`config.mk`:
```
export PLATFORM = sky130hd
export DESIGN_NAME = rf_wr_arb
export DESIGN_NICKNAME = d
export VERILOG_FILES = /design/src/rtl/rf_wr_arb.sv
export SDC_FILE = /design/constraint.sdc
export NUM_CORES = 1
export LEC_CHECK = 0
export CAP_MARGIN = 20
export CORE_MARGIN = 2
export CORE_UTILIZATION = 30
export DETAILED_ROUTE_END_ITERATION = 16
export PLACE_DENSITY = 0.62
export SETUP_SLACK_MARGIN = 0.2
export SLEW_MARGIN = 20
export SYNTH_ARGS = -nofsm -noshare
export SYNTH_HDL_FRONTEND = slang
export SYNTH_SLANG_ARGS = --single-unit
export TNS_END_PERCENT = 30
```
`constraint.sdc`:
```
create_clock -name clk -period 4 [get_ports clk]
set_clock_uncertainty 0.05 [all_clocks]
set_input_delay 0.6 -clock clk [delete_from_list [all_inputs] [get_ports clk]]
set_output_delay 0.6 -clock clk [all_outputs]
set_load 0.02 [all_outputs]
```
`src/rtl/rf_wr_arb.sv`:
```
// rf_wr_arb: register-file write-port arbiter.
//
// Shares the single register-file write port between the in-order writeback
// stage and the multi-cycle load unit. Load results are buffered in a small
// FIFO. The pipeline normally wins. An ageing counter forces the FIFO head
// through after MAX_WAIT denied cycles, and stalls writeback for that cycle.
//
// Ports:
//   clk, rst                          clock (rising edge), sync active-high reset
//   pipe_wb_valid/rd/data             writeback stage result
//   pipe_stall                        writeback denied, stage must hold its result
//   ld_valid/rd/data, ld_ready        load-unit result, valid/ready handshake
//   rf_we/rf_waddr/rf_wdata           registered register-file write port
//   pend_mask                         one bit per register with a buffered load
module rf_wr_arb #(
  parameter int DEPTH    = 2,
  parameter int MAX_WAIT = 4
) (
  input  logic        clk,
  input  logic        rst,
  input  logic        pipe_wb_valid,
  input  logic [4:0]  pipe_wb_rd,
  input  logic [31:0] pipe_wb_data,
  output logic        pipe_stall,
  input  logic        ld_valid,
  input  logic [4:0]  ld_rd,
  input  logic [31:0] ld_data,
  output logic        ld_ready,
  output logic        rf_we,
  output logic [4:0]  rf_waddr,
  output logic [31:0] rf_wdata,
  output logic [31:0] pend_mask
);

  localparam int PW  = (DEPTH > 1) ? $clog2(DEPTH) : 1;
  localparam int WCW = $clog2(MAX_WAIT + 1);
  localparam logic [WCW-1:0] MAX_W = WCW'(MAX_WAIT);

  typedef enum logic [1:0] {
    S_IDLE,
    S_PEND,
    S_FORCE
  } state_e;

  // Ageing counter saturates at MAX_WAIT and never wraps.
  function automatic logic [WCW-1:0] sat_inc(input logic [WCW-1:0] v);
    if (v == MAX_W) return v;
    else            return v + 1'b1;
  endfunction

  logic [DEPTH-1:0] vld_q, vld_d;
  logic [4:0]       rd_mem_q   [DEPTH];
  logic [31:0]      data_mem_q [DEPTH];
  logic [PW-1:0]    wr_ptr_q, rd_ptr_q;
  logic [WCW-1:0]   wait_cnt_q, wait_cnt_d;
  logic             rf_we_q;
  logic [4:0]       rf_waddr_q;
  logic [31:0]      rf_wdata_q;

  state_e     state;
  logic       full, empty;
  logic       push, grant_pipe, grant_ld;
  logic [31:0] pm;

  assign full     = &vld_q;
  assign empty    = ~|vld_q;
  assign ld_ready = ~full & ~rst;
  // rd 0 loads complete the handshake but are dropped, so no entry ever targets x0.
  assign push     = ld_valid & ld_ready & (|ld_rd);

  // Control state is a pure decode of registered occupancy and age.
  always_comb begin
    if (empty)                    state = S_IDLE;
    else if (wait_cnt_q == MAX_W) state = S_FORCE;
    else                          state = S_PEND;
  end

  always_comb begin
    grant_pipe = 1'b0;
    grant_ld   = 1'b0;
    pipe_stall = 1'b0;
    wait_cnt_d = wait_cnt_q;
    case (state)
      S_IDLE: begin
        grant_pipe = pipe_wb_valid;
        wait_cnt_d = '0;
      end
      S_PEND: begin
        if (pipe_wb_valid) begin
          grant_pipe = 1'b1;
          wait_cnt_d = sat_inc(wait_cnt_q);
        end else begin
          grant_ld   = 1'b1;
          wait_cnt_d = '0;
        end
      end
      S_FORCE: begin
        grant_ld   = 1'b1;
        wait_cnt_d = '0;
        pipe_stall = pipe_wb_valid & ~rst;
      end
      default: wait_cnt_d = '0;
    endcase
  end

  // Pop clears the head before push sets the tail; when not full the two
  // pointers differ whenever both happen, so the order is immaterial.
  always_comb begin
    vld_d = vld_q;
    if (grant_ld) vld_d[rd_ptr_q] = 1'b0;
    if (push)     vld_d[wr_ptr_q] = 1'b1;
  end

  always_comb begin
    pm = '0;
    for (int i = 0; i < DEPTH; i++) begin
      if (vld_q[i]) pm = pm | (32'd1 << rd_mem_q[i]);
    end
  end

  assign pend_mask = rst ? 32'd0 : (pm & ~32'd1);

  // Control state and output register.
  always_ff @(posedge clk) begin
    if (rst) begin
      vld_q      <= '0;
      wr_ptr_q   <= '0;
      rd_ptr_q   <= '0;
      wait_cnt_q <= '0;
      rf_we_q    <= 1'b0;
      rf_waddr_q <= '0;
      rf_wdata_q <= '0;
    end else begin
      vld_q      <= vld_d;
      wait_cnt_q <= wait_cnt_d;
      if (push)     wr_ptr_q <= wr_ptr_q + 1'b1;
      if (grant_ld) rd_ptr_q <= rd_ptr_q + 1'b1;
      rf_we_q <= (grant_pipe & (|pipe_wb_rd)) | grant_ld;
      if (grant_ld) begin
        rf_waddr_q <= rd_mem_q[rd_ptr_q];
        rf_wdata_q <= data_mem_q[rd_ptr_q];
      end else if (grant_pipe) begin
        rf_waddr_q <= pipe_wb_rd;
        rf_wdata_q <= pipe_wb_data;
      end
    end
  end

  // FIFO storage: validity is tracked separately, so payload needs no reset.
  always_ff @(posedge clk) begin
    if (push) begin
      rd_mem_q[wr_ptr_q]   <= ld_rd;
      data_mem_q[wr_ptr_q] <= ld_data;
    end
  end

  assign rf_we    = rf_we_q;
  assign rf_waddr = rf_waddr_q;
  assign rf_wdata = rf_wdata_q;

endmodule

```
=== After elaboration in Yosys (flattened, before gate mapping) ===
Memories as Yosys holds them, arrays and structs flattened. A register that Yosys moved wholly into a read port is not among the register bits.
Index checks and enable logic that the tools add are counted.

* Bits in registers: 45
* Bits in writable memories: 74
* Input bits: 78
* Output and inout port bits: 72
* Word-level logic and storage cells: 70
* Memories: 2

* Add/subtract/negate cells: 3
* $lt $le $gt $ge: 4
* Equal/unequal tests: 3
* Shifts and indexed selects: 2
* Mux-type cells: 26
* Bitwise logic cells: 14
* Reductions and logical operators: 9

{| class="wikitable"
|+ Memory list
! memory !! depth !! width !! read ports !! clocked after memory_dff !! wr ports !! line !! source
|-
| data_mem_q || 2 || 32 || 1 || 1 || 1 || 53 || <nowiki>logic [31:0] data_mem_q [DEPTH];</nowiki>
|-
| rd_mem_q || 2 || 5 || 3 || 1 || 1 || 52 || <nowiki>logic [4:0] rd_mem_q [DEPTH];</nowiki>
|}

{| class="wikitable"
|+ Operators by type and width
! kind !! count
|-
| two-way mux 32 bit || 5
|-
| left shift 1 x 5 -> 32 bit (first input constant) || 2
|-
| bitwise OR 32 bit || 1
|-
| two-way mux 1 bit || 11
|-
| two-way mux 5 bit || 2
|-
| OR reduction 5 bit || 2
|-
| two-way mux 2 bit || 4
|-
| AND 1 bit || 5
|-
| less-than comparator 1 x 2 -> 1 bit (second input constant) || 2
|-
| NOT 1 bit || 4
|-
| one-hot mux 1 bit (2 select lines) || 2
|-
| adder 3 x 1 -> 3 bit (second input constant) || 1
|-
| == test 3 bit (second input constant) || 1
|-
| OR reduction 3 bit || 1
|-
| adder 1 bit (second input constant) || 2
|-
| AND 2 bit || 1
|-
| demux 1 bit (select 1 bit) || 2
|-
| == test 2 x 1 -> 1 bit (second input constant) || 1
|-
| == test 2 bit (second input constant) || 1
|-
| >= comparator 1 bit (second input constant) || 2
|-
| logical AND 1 bit || 2
|-
| zero test 2 bit || 1
|-
| NOT 2 bit || 1
|-
| bitwise OR 2 bit || 1
|-
| other kinds (4) || 4
|}

=== Logic depth before layout (Yosys ltp) ===
* Depth in word-level cells: 9
* Depth in mapped cells: 7
* Depth with buffers taken out: 5

=== Least setup slack after synthesis ===
Ideal clock, no wire load.

* Path type: input port to flip-flop
* From: in rst
* To: mem data_mem_q[1][0], enable pin
* Library setup time: 0.431 ns
* Data arrival time: 2.869 ns
* Data required time: 3.519 ns
* Slack: 0.650 ns
* Cell stages on the path: 3
* Buffers on the path: 0
* Cell sequence: a21oi_1 > o211ai_2 > nor2_1

* Cells in the longest elaborated chain, start to end: 6

{| class="wikitable"
|+ Ends and longest elaborated chain
! what !! line !! source
|-
| from (decl) || 20 || <nowiki>input logic rst,</nowiki>
|-
| NOT 1 bit || 67 || <nowiki>assign ld_ready = ~full & ~rst;</nowiki>
|-
| AND 1 bit || 67 ||
|-
| AND 1 bit (2 in series) || 69 || <nowiki>assign push = ld_valid & ld_ready & (|ld_rd);</nowiki>
|-
| two-way mux 1 bit || 151 || <nowiki>if (push) begin</nowiki>
|-
| two-way mux 1 bit (not written as such) || 153 || <nowiki>data_mem_q[wr_ptr_q] <= ld_data;</nowiki>
|-
| to (decl) || 53 ||
|}

Every way passes these cells.

=== Worst setup path in the final report ===
* From: reg vld_q[0]
* To: out pend_mask[1]

* Cells in the longest elaborated chain, start to end: 4

{| class="wikitable"
|+ Ends and longest elaborated chain
! what !! line !! source
|-
| from (decl) || 51 || <nowiki>logic [DEPTH-1:0] vld_q, vld_d;</nowiki>
|-
| from (signal assigned) || 134 || <nowiki>vld_q <= vld_d;</nowiki>
|-
| two-way mux 32 bit (*) || 117 || <nowiki>if (vld_q[i]) pm = pm | (32'd1 << rd_mem_q[i]);</nowiki>
|-
| bitwise OR 32 bit || 117 ||
|-
| two-way mux 32 bit (*) || 117 ||
|-
| two-way mux 32 bit (*) || 121 || <nowiki>assign pend_mask = rst ? 32'd0 : (pm & ~32'd1);</nowiki>
|-
| to (decl) || 32 || <nowiki>output logic [31:0] pend_mask</nowiki>
|}

Every way passes the cells marked *; elsewhere a longest branch is shown, timed or not.

==> run metrics <==
synthesis-stage register bit count=120; GRT overflow=0; detailed placement HPWL=slightly above 9 mm; worst-path fanout max=9; DR DRC count=0; CTS H-tree depth=4; Mapped Cells=420; Tmin final=3.388 ns; HP Start=wait_cnt_q[0]$_SDFFE_PP0N_; CTS root buffer=clkbuf_16; Cell Chain, Critical Path=nor3b_1 -> a22oi_1 -> nor2_1 -> clkdlybuf4s50_1; DRT Pass-1 Iters=4; Worst Setup Path Type=reg2out; initial antenna violation count=1; number of global-route vias before repair=between 3000 and 4000; final estimated routing congestion in global placement=0.8303; largest net degree at the start of global routing=40; area of the mapped netlist=between 0.005 and 0.006 mm^2; Rows=between 40 and 50; Synth Area in Adders=less than 1%; Crit path largest cell delay=~0.86 ns; TritonCTS clock tree=yes; die area=between 0.015 and 0.02 mm^2; Place WS=1.009 ns; flop2flop setup slack=between 1.5 and 2 ns; final wirelength=about 13 mm; final setup TNS=0 ns; Lkg Pwr=approximately 0.0026 uW; Die Y=roughly 140 um; VDD IR max=~0.27 mV; post-cts resize count=0; Synth Area in Compound Gates=~16%; core area=0.01724 mm^2; clk slew on worst S/H paths=about 0.060 ns; hold path depth=1; Nets=648; first-pass GRT wire length=around 20 mm; syn nets=500; clock sinks=120; synth unique cells=42; Slew Limit Fails=0; Reg2Reg Depth=6; wire per inst=16.09 um; final number of hold-violating endpoints=0; Slew headroom=approximately 33%; Post-CTS Hold Buffers=0; required time of the worst setup path=about 3.4 ns; CTS Buf Count=17; Die X=between 100 and 150 um; PD cells=roughly 430 mW/mm^2; syn_area_per_cell=approximately 13 um^2; Max-Cap Viols=0; Vias per Instance=around 4.7; Critical R2R Launch=wait_cnt_q[0]$_SDFFE_PP0N_; CP arrival=approximately 2.7 ns; Final period util=between 80 and 90%; Worst setup SP type=flip-flop; Yosys top cell area share=42.03%; warning count from the yosys run=0; post-synthesis mux area share=7.194%; DRT iter0 DRCs=roughly 180; Post-Synth XOR/XNOR Area=less than 1%; worst hold path type=reg2reg; area delta synth->final=43.21%; Worst-Skew Late Latency=approximately 0.40 ns; # IOs=150; slowest CP cell=nor3b_1; PortBufs=about 150; Max Root-Sink Buffers=2; antenna viol nets, final=0; vias=about 3800; FMAX=between 200 and 300 MHz; post-synthesis simple-gate area fraction=around a tenth; sequential-to-total area share from yosys stat=between 50% and 60%; largest family of logic cells by synthesized area=compound AO/OA/AOI/OAI gates; PnR worst setup slack=approximately 0.6 ns; Global Route Usage Sum=between 10% and 20%; postcts setup bufs=0; final setup fails=0; Hold Path Sink=wait_cnt_q[0]$_SDFFE_PP0N_; FF-to-FF End=rf_wdata[17]$_SDFFE_PP0P_; Synth area leader=edfxtp_1; RSZ-0062 raised after global routing=no; Crit. End Element=output pin; share of cells above drive strength 1=approximately 14%; Starting Density=a little under a third; Worst Tran Pin Value=between 0.9 and 1 ns; status=complete, no violations; Area contributors post-synth=edfxtp_1 (42%), dfxtp_1 (17%), o221ai_2 (8.5%)
[layout make-up]
type | instances | area, um^2
multi-input cells | 232 | 1841
clock buffers | 17 | 425.4
fillers | 1543 | 9664
well taps | 225 | 281.5
diodes | 1 | 2.502
inverters | 41 | 153.9
flip-flops and latches | 120 | 3144
clock inverters | 15 | 142.6
repair buffers | 156 | 1582
[metal layers]
layer | vias up | GRT usage, % | part of all wire, %
li1 | 1860 | - | -
met1 | 1767 | 18.30 | 45
met2 | 171 | 22.94 | 46
met3 | 10 | 5.148 | 8.6
met4 | 0 | 4.456 | 0.70
met5 | - | 0 | 0
[worst max path at each step]
| stage | startpoint | end | slack, ns | cells after the start |
|---|---|---|---|---|
| final | vld_q[0]$_SDFF_PP0_ | pend_mask[1] | 0.61 | 4 |
| after global routing | vld_q[0]$_SDFF_PP0_ | pend_mask[7] | 0.40 | 4 |
| after CTS | vld_q[0]$_SDFF_PP0_ | pend_mask[1] | 0.70 | 4 |
| after detailed placement | rst | data_mem_q[1][7]$_DFFE_PP_ | 1.01 | 4 |
| after global placement | pipe_wb_valid | pipe_stall | 1.02 | 4 |
| after floorplan | rst | data_mem_q[1][0]$_DFFE_PP_ | 0.65 | 3 |
[report_power, final]
part | total, uW | leakage [uW] | switching (uW) | internal (uW)
sequential | 1430 | 0.00106 | 43.6 | 1380
combinational | 393 | 0.00128 | 194 | 199
clock | 1440 | 0.000269 | 575 | 865
[placed cells by master, fill, tap and decap left out, drive strengths merged, types with 5 or more instances in the layout]
master         count
a22oi             31
and3b              5
buf                8
clkbuf            17
clkdlybuf4s50    148
dfxtp             46
edfxtp            74
inv               47
mux2i             38
nand2             38
nor2              38
nor3b              5
o21ai              5
o221ai            37
[logic make-up (layout without fill, tap and decap cells)]
family,after synthesis,in the layout
xor+xnor,1,1
fa+ha+maj,2,2
flops,120,120
simple gates,108,108
compound gates,82,82
mux,38,38
other cells,1,2
buf+inv,68,229
[sequential cells by signal, summed over array words and instances, names as in the netlist, named ones only]
register	cells
rf_wdata	32
rf_waddr	5
rd_mem_q	10
rd_ptr_q	1
data_mem_q	64
vld_q	2
rf_we	1
wait_cnt_q	3
wr_ptr_q	1
[critical path: cells and delay by family, from the launching register on]
| family | cells | cell delay [ns] |
|---|---|---|
| flops | 1 | 0.54 |
| compound gates | 1 | 0.17 |
| simple gates | 2 | 1.01 |
| buf+inv | 1 | 0.63 |
[per-stage QoR]
| step | utilization [%] | instance area (um^2) | total power, uW | cells | hold slack (ns) |
|---|---|---|---|---|---|
| final | 43.93 | 7572 | 3259 | 807 | 0.4024 |
| after global routing | 43.92 | 7570 | 3388 | 806 | 0.4380 |
| after CTS | 43.60 | 7515 | 3292 | 804 | 0.4021 |
| after detailed placement | 40.30 | 6947 | 1844 | 772 | 0.3938 |
| after global placement | 40.30 | 6947 | 1835 | 772 | 0.3782 |
| after floorplan | - | 5288 | 1646 | 420 | 0.3673 |
[cell usage after synthesis]
cell,number
and4_1,1
edfxtp_1,74
inv_1,41
and2_1,1
and4bb_2,3
or4_1,2
dfxtp_1,46
nand2_1,38
nor4_4,1
o21ai_2,1
or3_1,1
and3b_1,5
nor4b_2,1
buf_2,7
or3_2,1
xnor2_1,1
a21oi_1,4
nor2_2,1
o21ai_0,4
ha_1,2
mux2i_1,38
o211ai_1,1
o211ai_2,1
a21boi_1,1
a22oi_1,31
buf_4,2
buf_6,1
o221ai_2,30
nor3b_1,5
nor2_1,37
buf_1,2
conb_1,1
nor3_1,1
nand2b_1,1
and4b_1,3
o221ai_1,7
and3_1,2
nor2b_1,3
clkbuf_1,12
buf_12,3
o22ai_1,2
or2_2,1
(Power assumes the default switching activity.)
